--- config.mk ---
export PLATFORM = sky130hd
export DESIGN_NAME = deserializer
export DESIGN_NICKNAME = d
export VERILOG_FILES = /design/src/rtl/deserializer.sv
export SDC_FILE = /design/constraint.sdc
export NUM_CORES = 1
export LEC_CHECK = 0
export ABC_CLOCK_PERIOD_IN_PS = 3100
export CAP_MARGIN = 20
export CELL_PAD_IN_SITES_DETAIL_PLACEMENT = 0
export CELL_PAD_IN_SITES_GLOBAL_PLACEMENT = 1
export CORE_MARGIN = 2
export CORE_UTILIZATION = 36
export DETAILED_ROUTE_END_ITERATION = 10
export GPL_TIMING_DRIVEN = 0
export HOLD_SLACK_MARGIN = 0.02
export PLACE_DENSITY = 0.77
export SYNTH_ARGS = -nofsm -noshare
export SYNTH_HDL_FRONTEND = slang
export SYNTH_SLANG_ARGS = --single-unit
--- constraint.sdc ---
create_clock -name clk -period 3.1 [get_ports clk]
set_input_delay 0.775 -clock clk [delete_from_list [all_inputs] [get_ports clk]]
set_output_delay 0.775 -clock clk [all_outputs]
set_load 0.01 [all_outputs]
--- src/rtl/deserializer.sv ---
// deserializer
//
// Receive-side counterpart of the chunk serializer. Collects a burst of
// OUTWIDTH-bit chunks, lowest chunk first, into one INWIDTH-bit word and
// offers that word to a consumer. At the input of the hash datapath it
// rebuilds 256-bit blocks from an 8-bit byte stream.
//
// Parameters
//   INWIDTH   width of the assembled word (integer multiple of OUTWIDTH)
//   OUTWIDTH  width of one incoming chunk
//   NCHUNK    INWIDTH/OUTWIDTH, chunks per full word (derived, not a port)
//
// Ports
//   clk           single clock, everything on posedge
//   reset         synchronous reset, active low (asserted when 0)
//   start         one-cycle pulse that begins a capture of `length` chunks
//   length        chunk count of the capture, sampled only with start;
//                 0 means "no capture", values above NCHUNK clamp to NCHUNK
//   serial_in     incoming chunk
//   serial_valid  serial_in carries a chunk this cycle
//   out           assembled word
//   out_valid     out holds a complete word
//   out_ready     consumer accepts out this cycle
//   busy          a capture or a hold is in progress
//   overflow      (only with DESERIALIZER_OVERFLOW_EN) sticky dropped-chunk flag
//
// Build option
//   DESERIALIZER_OVERFLOW_EN  adds the `overflow` output. Without it, chunks
//                             that arrive outside a capture are dropped
//                             silently; all other behaviour is identical.
//
// Output handshake: a word is transferred on every posedge where out_valid
// and out_ready are both 1. While out_valid is 1 and out_ready is 0, out and
// out_valid hold steady. out_valid never drops without a transfer except on
// reset. out_ready has no effect while out_valid is 0.
//
// State is kept in the enum `state` (IDLE / COLLECT / HOLD); busy is its
// registered "not IDLE" image.

module deserializer #(
  parameter int INWIDTH  = 256,
  parameter int OUTWIDTH = 8
) (
  input  logic                                   clk,
  input  logic                                   reset,
  input  logic                                   start,
  input  logic [$clog2(INWIDTH/OUTWIDTH):0]      length,
  input  logic [OUTWIDTH-1:0]                    serial_in,
  input  logic                                   serial_valid,
  output logic [INWIDTH-1:0]                     out,
  output logic                                   out_valid,
  input  logic                                   out_ready,
  output logic                                   busy
`ifdef DESERIALIZER_OVERFLOW_EN
  ,
  output logic                                   overflow
`endif
);

  localparam int NCHUNK = INWIDTH / OUTWIDTH;
  localparam int IDXW   = $clog2(NCHUNK);
  localparam int LENW   = IDXW + 1;

  typedef enum logic [1:0] {
    IDLE    = 2'd0,
    COLLECT = 2'd1,
    HOLD    = 2'd2
  } state_t;

  state_t          state;
  logic [IDXW-1:0] index;   // slot the next chunk is written into
  logic [LENW-1:0] count;   // chunks in the current capture, 1..NCHUNK

  // Requested length limited to a full word. Because count never exceeds
  // NCHUNK, index stops at NCHUNK-1 and cannot wrap.
  logic [LENW-1:0] len_clamped;
  logic            len_nonzero;
  logic            last_chunk;

  always_comb begin
    len_clamped = (length > LENW'(NCHUNK)) ? LENW'(NCHUNK) : length;
    len_nonzero = (length != '0);
    // count is at least 1 whenever COLLECT is entered, so count-1 is safe.
    last_chunk  = ({1'b0, index} == (count - LENW'(1)));
  end

  always_ff @(posedge clk) begin
    if (!reset) begin
      state     <= IDLE;
      out       <= '0;
      out_valid <= 1'b0;
      busy      <= 1'b0;
      index     <= '0;
      count     <= '0;
    end else begin
      case (state)
        IDLE: begin
          // A chunk arriving together with start is not captured: the
          // serializer delivers its first chunk one cycle after its load.
          if (start && len_nonzero) begin
            count <= len_clamped;
            out   <= '0;
            index <= '0;
            busy  <= 1'b1;
            state <= COLLECT;
          end
        end

        COLLECT: begin
          if (start) begin
            // Abort and restart; any chunk on this cycle belongs to the
            // abandoned capture and is discarded.
            out   <= '0;
            index <= '0;
            if (len_nonzero) begin
              count <= len_clamped;
            end else begin
              // A zero-length restart has nothing to collect: the old
              // capture is dropped and the block goes idle.
              count <= '0;
              busy  <= 1'b0;
              state <= IDLE;
            end
          end else if (serial_valid) begin
            out[index*OUTWIDTH +: OUTWIDTH] <= serial_in;
            if (last_chunk) begin
              out_valid <= 1'b1;
              state     <= HOLD;
            end else begin
              index <= index + IDXW'(1);
            end
          end
        end

        HOLD: begin
          if (out_ready) begin
            out_valid <= 1'b0;
            if (start && len_nonzero) begin
              // Back-to-back: the transfer and the next capture's start
              // share this edge.
              count <= len_clamped;
              out   <= '0;
              index <= '0;
              state <= COLLECT;
            end else begin
              // out keeps the transferred word until the next start.
              busy  <= 1'b0;
              state <= IDLE;
            end
          end
        end

        default: begin
          state     <= IDLE;
          out_valid <= 1'b0;
          busy      <= 1'b0;
          index     <= '0;
          count     <= '0;
        end
      endcase
    end
  end

`ifdef DESERIALIZER_OVERFLOW_EN
  // A chunk is lost when it arrives outside COLLECT, or on a restart edge.
  logic chunk_dropped;
  logic idle_accept;

  always_comb begin
    chunk_dropped = serial_valid && ((state != COLLECT) || start);
    idle_accept   = (state == IDLE) && start && len_nonzero;
  end

  // Sticky. A start accepted from IDLE clears it, but a chunk dropped on
  // that same edge is still reported: setting wins over clearing.
  always_ff @(posedge clk) begin
    if (!reset) begin
      overflow <= 1'b0;
    end else if (chunk_dropped) begin
      overflow <= 1'b1;
    end else if (idle_accept) begin
      overflow <= 1'b0;
    end
  end
`endif

endmodule

---- Yosys cells after proc, flatten, opt, wreduce, memory -nomap -nowiden ----
Index checks and enable logic that the tools add are counted.
word-level totals
  flip-flop bits (word level) ............. 271
  input port bits ......................... 19
  output and inout port bits .............. 258
  logic and storage cells ................. 75
cells by class
  add/subtract/negate cells ............... 3
  $lt $le $gt $ge ......................... 1
  equality and inequality tests ........... 15
  shift-type cells ........................ 2
  muxes and demuxes ....................... 37
  bitwise logic cells ..................... 1
  reduce and logical (&&, ||, !) cells .... 10
operators with widths
  operator                                                number
  2-to-1 mux 256 bit                                      4
  case mux 256 bit (3 select lines)                       1
  bitwise mux 256 bit                                     1
  variable shift 8 x 34 -> 256 bit, first input constant  1
  indexed part select 8 x 34 -> 256 bit                   1
  negator 8 -> 34 bit                                     1
  2-to-1 mux 6 bit                                        5
  2-to-1 mux 5 bit                                        5
  case mux 6 bit (3 select lines)                         1
  inequality test 2 bit, second input constant            8
  case mux 5 bit (3 select lines)                         1
  AND reduction 5 bit                                     3
  2-to-1 mux 2 bit                                        6
  inequality test 3 bit, second input constant            4
  2-to-1 mux 1 bit                                        10
  equality test 5 x 6 -> 1 bit                            1
  greater-than comparator 6 bit, second input constant    1
  case mux 1 bit (3 select lines)                         2
  case mux 2 bit (3 select lines)                         1
  AND reduction 3 bit                                     2
  nonzero test 6 bit                                      1
  subtractor 6 x 1 -> 6 bit, second input constant        1
  adder 5 x 1 -> 5 bit, second input constant             1
  nonzero test 3 bit                                      1
  other kinds (6)                                         6

---- Logic depth before layout (Yosys ltp) ----
Gate-level depths: netlist of the first run.
  depth in word-level cells ............... 6
  mapped depth ............................ 12
  depth with buffers taken out ............ 10

---- Least setup slack after synthesis of the first run ----
Ideal clock, no wire load.
  path kind ............................... register to register
  from .................................... reg index[0]
  to ...................................... reg out[32]
  setup time .............................. 0.144 ns
  data arrival time ....................... 2.627 ns
  data required time ...................... 2.956 ns
  slack ................................... 0.329 ns
  cell stages (with the launch flop) ...... 12
  path buffers ............................ 3
  clock period less this slack ............ 2.771 ns
  cells stage by stage .................... dfxtp_1 buf_2 inv_1 ha_1 and2_1 ha_1 clkbuf_1 and3_1 buf_2 nand2_1 a21oi_1 o22ai_1
between the ends
  longest elaborated chain between the ends .. 6
  elaborated cells between the ends (all ways) .. 7
  those cells by class .................... 1 x add/sub; 2 x shift; 4 x mux
RTL lines
  element                                                                                           RTL line  text
  start: declaration                                                                                71        logic [IDXW-1:0] index;
  start signal: assignment                                                                          130       index <= index + IDXW'(1);
  negator 8 -> 34 bit (*)                                                                           125       out[index*OUTWIDTH +: OUTWIDTH] <= serial_in;
  indexed part select 8 x 34 -> 256 bit / variable shift 8 x 34 -> 256 bit (equally long branches)  125
  bitwise mux 256 bit (*)                                                                           125
  2-to-1 mux 256 bit (*)                                                                            124       end else if (serial_valid) begin
  2-to-1 mux 256 bit (*)                                                                            110       if (start) begin
  case mux 256 bit (3 select lines) (*)                                                             96        case (state)
  end signal: indexed assignment                                                                    125
  end: declaration                                                                                  50        output logic [INWIDTH-1:0] out,
Mark *: on every way between the ends. The rest lies on a longest branch, timed or not. The select of a mux whose other input is x is not followed.
A chain may end at the register's enable or synchronous reset.

---- Final worst setup path of the first run ----
  from .................................... reg index[0]
  to ...................................... reg out[73]
Same word-level chain as after synthesis.

==> summary.md, run 1 <==
| Metric | Value |
|---|---|
| DRC Markers | `0` |
| Sequential power share | `0.451` |
| Most common cell after layout, fill and taps aside | `clkdlybuf4s50_1` |
| Final period util | `0.954` |
| Number of failing setup endpoints in the final timing report | `0` |
| Critical path capture point type | `flop` |
| Fraction of the yosys area taken by sequential cells | `0.528` |
| Number of H-tree levels | `1` |
| WP buf/inv | `4` |
| Number of nets in the layout | `1443` |
| Yosys warns | `0` |
| Number of distinct standard cells referenced by the synthesized netlist | `68` |
| Initial Utilization | `0.368` |
| Clock net sink count | `271` |
| Combined area of all synthesized cells | `0.0103 mm^2` |
| Floorplan Core Area | `0.0279 mm^2` |
| Max-slew headroom at the worst pin | `0.297` |
| Die Wd | `173 um` |
| Status | `finished clean` |
| Overflow left after global routing | `0` |
| Final worst clock skew | `0.0207 ns` |
| Number of cells in the finished layout apart from fillers | `1820` |
| Gpl congestion | `0.908` |
| Initial antenna violation count | `1` |
| Setup TNS | `0 ns` |
| Fraction of registers with async set or reset after synthesis | `0` |
| Clock tree from TritonCTS | `done` |
| Clock power share | `0.481` |
| Share of cells above drive strength 1 | `0.101` |
| Total via count in the routed design | `10100` |
| Type of the tightest min-delay check | `flop to flop` |
| Slowest library cell on the worst path | `dfxtp_2` |
| Maximum number of buffers from clock root to sink | `3` |
| Half-perimeter wire length after placement | `29000 um` |
| CP cell instances | `buf_4, inv_1, ha_1, and2_1, ha_1, clkbuf_4, nor2b_1, buf_2, a21oi_1, nor2_2, o22ai_1` |
| Ranking of synthesized cells by area | `dfxtp_1 53%, o22ai_1 9.4%, nand2_1 8.1%` |
| Proportion of total power due to net switching | `0.236` |
| Cells after DPL | `1766` |
| Pwr dens | `524 mW/mm^2` |
| GRT Total Usage | `0.262` |
| Number of antenna-violating nets in the routed design | `0` |
| Boundary pin count | `277` |
| Drt first-iter violations | `706` |
| Via count of the first global-routing pass | `9782` |
| Die Span Y | `173 um` |
| Total area of sequential cells | `0.00543 mm^2` |
| Arrival time of the worst setup path | `3.36 ns` |
| P_leak | `4.80 nW` |
| Commonest non-fill, non-tap cells in the layout | `276 x clkdlybuf4s50_1, 270 x dfxtp_1, 220 x nand2_1` |
| Insertion delay of the later-clocked pin in the worst-skew pair | `0.55 ns` |
| Quantity of hold-fixing buffers added after cts | `0` |
| Die area | `0.0299 mm^2` |
| Maximum number of pins on one net before global-route repair | `14` |
| Cell taking the most area after synthesis | `dfxtp_1` |
| Post-detailed-route via-to-cell ratio | `5.52` |
| Max-slew violation count | `0` |
| Data required time at the worst endpoint | `3.50 ns` |
| Count of buffers from port buffering | `276` |
| Final Hold Slack | `0.455 ns` |
| CTS root buf | `clkbuf_16` |
| Fmax | `338 MHz` |
| Filler instances | `2617` |
| Yosys top cell area share | `0.528` |
| Clk slew on worst S/H paths | `0.07 ns` |
| Area growth from synthesis to layout | `43.9%` |
| Floorplan row count | `61` |
| Global-route wire length before repair | `61100 um` |
| Post-Syn Area per Cell | `9.25 um^2` |
| Final routed wirelength across all metal layers | `40700 um` |
| Kind of cell adding the most delay to the critical path | `buffers and inverters` |
| Part of the total power dissipated in combinational logic | `0.067` |
| Design area | `0.0148 mm^2` |
| Maximum fanout along the worst path | `10` |
| Cell internal power dissipation | `5.91 mW` |
| Fin crit period | `2.96 ns` |
| Crit Path Class | `flop to flop` |
| Multi-input gate area in the final layout | `0.00467 mm^2` |
| Total cell area at the placement stage | `0.0135 mm^2` |
| Worst voltage drop across the vdd grid | `0.000368 V` |
| Pre-CTS WS | `-0.552 ns` |
| Number of enable flip-flop cells after synthesis | `0` |
| Number of detailed-routing iterations run before antenna repair | `5` |
| Critical Path Max Stage Delay | `0.40 ns` |
| Startpoint Class | `flop` |
| RSZ-0062 raised after global routing | `true` |
| Cell seen most often among critical-path stages | `ha_1` |
| Min setup slack post-route | `0.141 ns` |
| Pin slew with the least headroom to its limit | `1.06 ns` |
| Main flop type after synthesis | `dfxtp_1` |
| TritonCTS buffer count | `29` |
| Switching power summed over all nets | `1.83 mW` |
| Hold Fails Final Rpt | `0` |
| Average wire per cell in the routed design | `22.4 um` |
| Gate Count Post-Synth | `1112` |
| Maximum Capacitance Violations | `0` |
| Number of synthesized register bits | `271` |
| Post-synthesis net count | `1135` |
## state kept, by name, indices dropped and copies added (netlist names)
name	flops
out	256
out_valid	1
busy	1
count	6
index	5
state	2
## per-layer routing
metal | global-route usage | routed length (um) | vias up | part of all wire
met4 | 0.0763 | 1230 | 0 | 0.030
li1 | - | - | 4693 | -
met3 | 0.0807 | 3820 | 70 | 0.094
met5 | 0 | 0 | - | 0
met1 | 0.340 | 17300 | 4883 | 0.43
met2 | 0.420 | 18300 | 408 | 0.45
## logic make-up after synthesis
group,synth area share
simple gates,0.192
compound gates,0.230
flops,0.528
xor+xnor,0.00596
fa+ha+maj,0.00487
buf+inv,0.0378
mux,0.000974
## worst register-to-register path, delay by kind of cell, from the launching register on
kind / cells / cell delay [ns]
AOI/OAI and AO/OA: 2 / 0.29
adders and majority gates: 2 / 0.60
buffers and inverters: 4 / 0.82
DFF: 1 / 0.40
and+or+nand+nor: 3 / 0.70
## power groups by stage
stage	Clock, mW	Combinational [mW]	Sequential, mW
floorplan	0	0.283	3.57
global placement	0	0.485	3.57
detailed placement	0	0.488	3.57
CTS	3.76	0.501	3.50
global route	3.89	0.550	3.50
finish	3.73	0.522	3.50
## cell type report
class | instances | share of cell area
sequential | 271 | 0.367
multi-input combinational | 753 | 0.316
timing repair buffer | 279 | 0.188
clock buffer | 38 | 0.0561
tap | 378 | 0.0320
buffer | 80 | 0.0255
clock inverter | 14 | 0.0135
inverter | 6 | 0.00152
antenna | 1 | 0.000169
## Yosys cell counts, types with 11 or more instances
cell type / number
nand2_1: 222
o22ai_1: 155
nand3_1: 28
a22o_1: 32
nor2b_1: 54
clkbuf_1: 61
dfxtp_1: 271
a22oi_1: 19
nor2_1: 37
buf_2: 11
o32ai_1: 16
o21ai_0: 15
a32oi_1: 24
a21oi_1: 27
## worst paths after layout
check,startpoint,to,slack [ns],cells past startpoint
hold reg to reg,out[92],out[92],0.45,2
hold / removal,out[92],out[92],0.45,2
setup reg to reg,index[0],out[73],0.14,11
setup / recovery,index[0],out[73],0.14,11
## metrics by stage
step	total power, mW	utilization
floorplan	3.86	-
finish	7.75	0.529
global placement	4.06	0.484
CTS	7.75	0.525
global route	7.94	0.529
detailed placement	4.06	0.484
## timing repair
action | in CTS | in global routing
resized for setup | 27 | 35
setup endpoints to repair | 253 | 255
pin swaps | 1 | 3
buffers inserted | 2 | 1
Note: power is estimated with default switching activity, not from simulation.
==> run 2, diff against run 1 <==
--- a/config.mk
+++ b/config.mk
@@ -14,7 +14,7 @@
 export DETAILED_ROUTE_END_ITERATION = 10
 export GPL_TIMING_DRIVEN = 0
 export HOLD_SLACK_MARGIN = 0.02
-export PLACE_DENSITY = 0.77
+export PLACE_DENSITY = 0.9
 export SYNTH_ARGS = -nofsm -noshare
 export SYNTH_HDL_FRONTEND = slang
 export SYNTH_SLANG_ARGS = --single-unit
==> summary.md, run 2 (synthesis gave the netlist of run 1 again) <==
| Metric | Value |
|---|---|
| Status | `finished clean (unchanged)` |
| Total via count in the routed design | `10200 (was 10100)` |
| Maximum fanout along the worst path | `10 (unchanged)` |
| Slowest library cell on the worst path | `clkdlybuf4s50_1 (was dfxtp_2)` |
| Data required time at the worst endpoint | `3.55 ns (was 3.50 ns)` |
| Critical path capture point type | `flop (unchanged)` |
| Maximum Capacitance Violations | `0 (unchanged)` |
| Hold Fails Final Rpt | `0 (unchanged)` |
| Max-slew violation count | `0 (unchanged)` |
| Global-route wire length before repair | `60200 um (was 61100 um)` |
| Reg2reg path depth | `9 (was 11)` |
| Average wire per cell in the routed design | `22.2 um (was 22.4 um)` |
| Sequential power share | `0.469 (was 0.451)` |
| Final period util | `0.971 (was 0.954)` |
| Number of failing setup endpoints in the final timing report | `0 (unchanged)` |
| Number of antenna-violating nets in the routed design | `0 (unchanged)` |
| Critical Path Max Stage Delay | `0.61 ns (was 0.40 ns)` |
| Maximum number of pins on one net before global-route repair | `14 (unchanged)` |
| Commonest non-fill, non-tap cells in the layout | `276 x clkdlybuf4s50_1, 270 x dfxtp_1, 222 x nand2_1 (was 276 x clkdlybuf4s50_1, 270 x dfxtp_1, 220 x nand2_1)` |
| Setup TNS | `0 ns (unchanged)` |
| Die Span Y | `173 um (unchanged)` |
| DRC Markers | `0 (unchanged)` |
| Initial antenna violation count | `0 (was 1)` |
| Flop2flop setup slack | `0.14 ns (about the same)` |
| Share of cells above drive strength 1 | `0.0939 (was 0.101)` |
| Total area of sequential cells | `0.00543 mm^2 (unchanged)` |
| GR peak layer | `met2 (unchanged)` |
| Insertion delay of the later-clocked pin in the worst-skew pair | `0.54 ns (was 0.55 ns)` |
| Proportion of total power due to net switching | `0.239 (was 0.236)` |
| Source of the worst register-to-register timing path | `index[0] (unchanged)` |
| Filler instances | `2620 (was 2617)` |
| GRT Total Usage | `0.258 (was 0.262)` |
| Flip-flop count of the largest register, all copies and words added | `256 (unchanged)` |
| Launch point of the critical path | `reset (was index[0])` |
| Type of the tightest min-delay check | `flop to flop (unchanged)` |
| Via count of the first global-routing pass | `9949 (was 9782)` |
| Multi-input gate area in the final layout | `0.00466 mm^2 (was 0.00467 mm^2)` |
| Pin slew with the least headroom to its limit | `1.01 ns (was 1.06 ns)` |
| Die area | `0.0299 mm^2 (unchanged)` |
| Switching power summed over all nets | `1.78 mW (was 1.83 mW)` |
| GRT met2 Usage | `0.416 (was 0.420)` |
| Area growth from synthesis to layout | `42.7% (was 43.9%)` |
| Gpl congestion | `0.924 (was 0.908)` |
| Floorplan row count | `61 (unchanged)` |
| Clock tree from TritonCTS | `done (unchanged)` |
| Number of H-tree levels | `1 (unchanged)` |
| Floorplan Core Area | `0.0279 mm^2 (unchanged)` |
| Initial Utilization | `0.368 (unchanged)` |
| Fin crit period | `3.01 ns (was 2.96 ns)` |
| Crit Path Class | `input port to flop (was flop to flop)` |
| Max-slew headroom at the worst pin | `0.324 (was 0.297)` |
| Half-perimeter wire length after placement | `28900 um (was 29000 um)` |
| Registers with the most flip-flops | `out: 256 flops, count: 6 flops, index: 5 flops (unchanged)` |
| Final routed wirelength across all metal layers | `40200 um (was 40700 um)` |
| Die Wd | `173 um (unchanged)` |
| Clock net sink count | `271 (unchanged)` |
| Cell seen most often among critical-path stages | `clkbuf_1 (was ha_1)` |
| Overflow left after global routing | `0 (unchanged)` |
| Cell internal power dissipation | `5.67 mW (was 5.91 mW)` |
| Number of cells in the finished layout apart from fillers | `1815 (was 1820)` |
| RSZ-0062 raised after global routing | `true (unchanged)` |
| Worst voltage drop across the vdd grid | `0.000363 V (was 0.000368 V)` |
| Register bank with the most flops | `out (unchanged)` |
| Clock power share | `0.462 (was 0.481)` |
| Startpoint Class | `input port (was flop)` |
| CP cell instances | `clkdlybuf4s50_1, clkbuf_1, clkbuf_1, clkbuf_1, nand3_1, o22ai_1 (was buf_4, inv_1, ha_1, and2_1, ha_1, clkbuf_4, nor2b_1, buf_2, a21oi_1, nor2_2, o22ai_1)` |
| Cells after DPL | `1766 (unchanged)` |
| Clk slew on worst S/H paths | `0.06 ns (was 0.07 ns)` |
| P_leak | `4.74 nW (was 4.80 nW)` |
| Arrival time of the worst setup path | `3.46 ns (was 3.36 ns)` |
| Pwr dens | `508 mW/mm^2 (was 524 mW/mm^2)` |
| Drt first-iter violations | `818 (was 706)` |
| Count of buffers from port buffering | `276 (unchanged)` |
| GRT met1 Usage | `0.320 (was 0.340)` |
| Number of detailed-routing iterations run before antenna repair | `5 (unchanged)` |
| Antenna diode count | `0 (was 1)` |
| Pre-CTS WS | `-0.446 ns (was -0.552 ns)` |
| Crit path to | `out[145] (was out[73])` |
| Final worst clock skew | `0.00867 ns (was 0.0207 ns)` |
| Most common cell after layout, fill and taps aside | `clkdlybuf4s50_1 (unchanged)` |
| Maximum number of buffers from clock root to sink | `3 (unchanged)` |
| Post-detailed-route via-to-cell ratio | `5.62 (was 5.52)` |
| Boundary pin count | `277 (unchanged)` |
| Part of the total power dissipated in combinational logic | `0.069 (was 0.067)` |
| Min setup slack post-route | `0.0884 ns (was 0.141 ns)` |
| M3 GR Usage | `0.0919 (was 0.0807)` |
| CTS root buf | `clkbuf_16 (unchanged)` |
| End of the worst register-to-register path | `out[101] (was out[73])` |
| Fmax | `332 MHz (was 338 MHz)` |
| Number of nets in the layout | `1441 (was 1443)` |
| TritonCTS buffer count | `29 (unchanged)` |
## run 2: changes by cell type in the layout (fill, tap and decap cells not counted), moves of 2 or more
cell,before,now
a21oi_2,0,2
a21oi_4,7,5
bufinv_16,5,2
clkbuf_1,55,58
clkbuf_4,3,1
clkinvlp_4,2,0
nand2_1,220,222
nand2_2,3,1
nor2_2,15,12
nor2_4,6,8
## run 2: final cells by class
cell class | instances | area share
sequential | 271 | 0.370
multi-input combinational | 753 | 0.318
timing repair buffer | 278 | 0.189
clock buffer | 41 | 0.0573
tap | 378 | 0.0322
buffer | 79 | 0.0251
clock inverter | 9 | 0.00691
inverter | 6 | 0.00154
## run 2: timing repair
item	in CTS	in global routing
setup endpoints to repair	248	245
resized for setup	21	32
buffers inserted	2	0
pin swaps	1	2
hold buffers	0	0
hold endpoints to repair	0	0
## run 2: how the worst min path moves through the flow
stage	from	endpoint	slack (ns)	cells past startpoint
floorplan	count[5]	count[5]	0.45	2
global placement	out[34]	out[34]	0.44	2
detailed placement	out[25]	out[25]	0.45	2
CTS	out[25]	out[25]	0.46	2
global route	out[25]	out[25]	0.47	2
finish	out[25]	out[25]	0.46	2
## run 2: metal layers
| metal | vias to the layer above | share of wire |
|---|---|---|
| li1 | 4688 | - |
| met1 | 4954 | 0.41 |
| met2 | 474 | 0.45 |
| met3 | 87 | 0.11 |
| met4 | 0 | 0.035 |
| met5 | - | 0 |
## run 2: critical path, delay by kind of cell
kind	cells	cell delay, ns
AOI/OAI and AO/OA	1	0.27
buffers and inverters	4	2.09
and+or+nand+nor	1	0.32
## run 2: through the flow
stage	cell area, um^2	hold WS, ns	util	power (mW)
after floorplan	10300	0.449	-	3.86
after global placement	13500	0.442	0.484	4.05
after detailed placement	13500	0.447	0.484	4.05
after CTS	14500	0.456	0.521	7.46
after global routing	14700	0.469	0.525	7.67
final	14700	0.456	0.525	7.45
## run 2: power groups by stage
stage / Clock (mW) / Combinational (mW) / Sequential [mW]
detailed placement: 0 / 0.479 / 3.57
finish: 3.44 / 0.515 / 3.50
global route: 3.63 / 0.542 / 3.50
CTS: 3.48 / 0.487 / 3.50
global placement: 0 / 0.475 / 3.57
floorplan: 0 / 0.283 / 3.57
==> run 3, diff against run 2 <==
--- a/config.mk
+++ b/config.mk
@@ -15,6 +15,7 @@
 export GPL_TIMING_DRIVEN = 0
 export HOLD_SLACK_MARGIN = 0.02
 export PLACE_DENSITY = 0.9
+export RECOVER_POWER = 50
 export SYNTH_ARGS = -nofsm -noshare
 export SYNTH_HDL_FRONTEND = slang
 export SYNTH_SLANG_ARGS = --single-unit
==> summary.md, run 3 (synthesis gave the netlist of run 1 again) <==
| Metric | Value |
|---|---|
| Overflow left after global routing | `0 (unchanged)` |
| Die Span Y | `173 um (unchanged)` |
| Maximum number of pins on one net before global-route repair | `14 (unchanged)` |
| Length of routed met2 wiring | `18300 um (was 18100 um)` |
| Number of antenna-violating nets in the routed design | `0 (unchanged)` |
| Commonest non-fill, non-tap cells in the layout | `270 x dfxtp_1, 258 x dlygate4sd3_1, 222 x nand2_1 (was 276 x clkdlybuf4s50_1, 270 x dfxtp_1, 222 x nand2_1)` |
| Depth of the worst hold-timing path | `2 (unchanged)` |
| Floorplan Core Area | `0.0279 mm^2 (unchanged)` |
| Number of failing setup endpoints in the final timing report | `0 (unchanged)` |
| Length of routed met3 wiring | `4420 um (was 4310 um)` |
| Number of detailed-routing iterations run before antenna repair | `6 (was 5)` |
| Fin crit period | `3.00 ns (was 3.01 ns)` |
| Pin slew with the least headroom to its limit | `1.00 ns (was 1.01 ns)` |
| Insertion delay of the later-clocked pin in the worst-skew pair | `0.54 ns (about the same)` |
| DRC Markers | `0 (unchanged)` |
| Clock net sink count | `271 (unchanged)` |
| Status | `finished clean (unchanged)` |
| Crit Path Class | `input port to flop (unchanged)` |
| Half-perimeter wire length after placement | `28900 um (unchanged)` |
| Max-slew headroom at the worst pin | `0.334 (was 0.324)` |
| Most common cell after layout, fill and taps aside | `dfxtp_1 (was clkdlybuf4s50_1)` |
| Maximum number of buffers from clock root to sink | `3 (unchanged)` |
| Clk slew on worst S/H paths | `0.06 ns (about the same)` |
| Core occupancy in the finished layout | `0.525 (about the same)` |
| End of the worst register-to-register path | `out[101] (unchanged)` |
| Startpoint Class | `input port (unchanged)` |
| Number of cells in the finished layout apart from fillers | `1815 (unchanged)` |
| Register bank with the most flops | `out (unchanged)` |
| Die area | `0.0299 mm^2 (unchanged)` |
| Maximum Capacitance Violations | `0 (unchanged)` |
| Post-detailed-route via-to-cell ratio | `5.58 (was 5.62)` |
| Final worst clock skew | `0.0134 ns (was 0.00867 ns)` |
| Type of the tightest min-delay check | `flop to flop (unchanged)` |
| Gpl congestion | `0.924 (unchanged)` |
| Fmax | `334 MHz (was 332 MHz)` |
| Via count of the first global-routing pass | `9949 (unchanged)` |
| Worst voltage drop across the vdd grid | `0.000365 V (was 0.000363 V)` |
| Max-slew violation count | `0 (unchanged)` |
| Die Wd | `173 um (unchanged)` |
| Share of cells above drive strength 1 | `0.0932 (was 0.0939)` |
| Arrival time of the worst setup path | `3.44 ns (was 3.46 ns)` |
| Global-route wire length before repair | `60200 um (unchanged)` |
| Floorplan row count | `61 (unchanged)` |
| Number of H-tree levels | `1 (unchanged)` |
| Initial antenna violation count | `0 (unchanged)` |
| Flop2flop setup slack | `0.15 ns (was 0.14 ns)` |
| Reg2reg path depth | `9 (unchanged)` |
| Data required time at the worst endpoint | `3.54 ns (was 3.55 ns)` |
| Total via count in the routed design | `10100 (was 10200)` |
| Source of the worst register-to-register timing path | `index[0] (unchanged)` |
| Initial Utilization | `0.368 (unchanged)` |
| Registers with the most flip-flops | `out: 256 flops, count: 6 flops, index: 5 flops (unchanged)` |
| Cells after DPL | `1766 (unchanged)` |
| P_leak | `5.67 nW (was 4.74 nW)` |
| GRT Total Usage | `0.258 (unchanged)` |
| Antenna diode count | `0 (unchanged)` |
| Drt first-iter violations | `919 (was 818)` |
| Number of nets in the layout | `1441 (unchanged)` |
| Min-Delay Endpoint | `out[25] (unchanged)` |
| Average wire per cell in the routed design | `22.2 um (about the same)` |
| Max Used Layer | `met4 (unchanged)` |
| TritonCTS buffer count | `29 (unchanged)` |
| Critical path capture point type | `flop (unchanged)` |
| Hold Fails Final Rpt | `0 (unchanged)` |
| Final period util | `0.966 (was 0.971)` |
| Count of buffers from port buffering | `276 (unchanged)` |
| Flip-flop count of the largest register, all copies and words added | `256 (unchanged)` |
| Clock tree from TritonCTS | `done (unchanged)` |
| Boundary pin count | `277 (unchanged)` |
| CTS root buf | `clkbuf_16 (unchanged)` |
| Routed met1 length | `16200 um (was 16400 um)` |
| Launch instance of the worst min-delay path | `out[25] (unchanged)` |
| RSZ-0062 raised after global routing | `true (unchanged)` |
| Maximum fanout along the worst path | `10 (unchanged)` |
| Area growth from synthesis to layout | `42.5% (was 42.7%)` |
| Final routed wirelength across all metal layers | `40200 um (about the same)` |
| Pwr dens | `508 mW/mm^2 (about the same)` |
==> run 3: layer usage <==
layer  GRT usage  up-vias
li1            -     4681
met4      0.0879        0
met5           0        -
met2       0.416      491
met3      0.0919       79
met1       0.320     4879
==> run 3: layout make-up <==
class                           instances  area [um^2]
Buffer                                 79          368
Clock buffer                           41          841
Clock inverter                          9          101
Fill cell                            2622        13300
Inverter                                6         22.5
Multi-Input combinational cell        753         4640
Sequential cell                       271         5430
Tap cell                              378          473
Timing Repair Buffer                  278         2780
==> run 3: timing repair <==
item / CTS / global route
pin swaps: 1 / 2
gates resized for setup: 21 / 32
hold buffers: 0 / 0
setup endpoints to repair: 248 / 245
setup buffers: 2 / 0
==> run 3: where the power goes <==
group	switching, mW	internal, mW
Sequential	0.00710	3.49
Combinational	0.375	0.136
Clock	1.39	2.04
==> run 3: worst max path at each step <==
| stage | startpoint | endpoint | slack (ns) | cells after the start |
|---|---|---|---|---|
| after floorplan | index[0] | out[32] | 0.33 | 11 |
| after global placement | start | out[132] | -0.45 | 8 |
| after detailed placement | index[0] | out[180] | -0.45 | 10 |
| after CTS | index[0] | out[4] | 0.02 | 11 |
| after global routing | reset | out[145] | -0.009 | 6 |
| final | reset | out[146] | 0.10 | 6 |
==> run 3: stage by stage <==
stage / TNS (ns) / worst slack, ns / hold slack [ns] / instance area, um^2 / total power [mW]
after floorplan: 0 / 0.329 / 0.449 / 10300 / 3.86
after global placement: -73.19 / -0.448 / 0.442 / 13500 / 4.05
after detailed placement: -78.92 / -0.446 / 0.447 / 13500 / 4.05
after CTS: 0 / 0.0199 / 0.456 / 14500 / 7.46
after global routing: -0.0108 / -0.00854 / 0.466 / 14700 / 7.67
final: 0 / 0.104 / 0.453 / 14700 / 7.44
==> run 3: worst max-delay path: stages <==
cell             delay [ns]
clkdlybuf4s50_1        0.59
clkbuf_1               0.50
clkbuf_1               0.42
clkbuf_1               0.56
nand3_1                0.31
o22ai_1                0.28
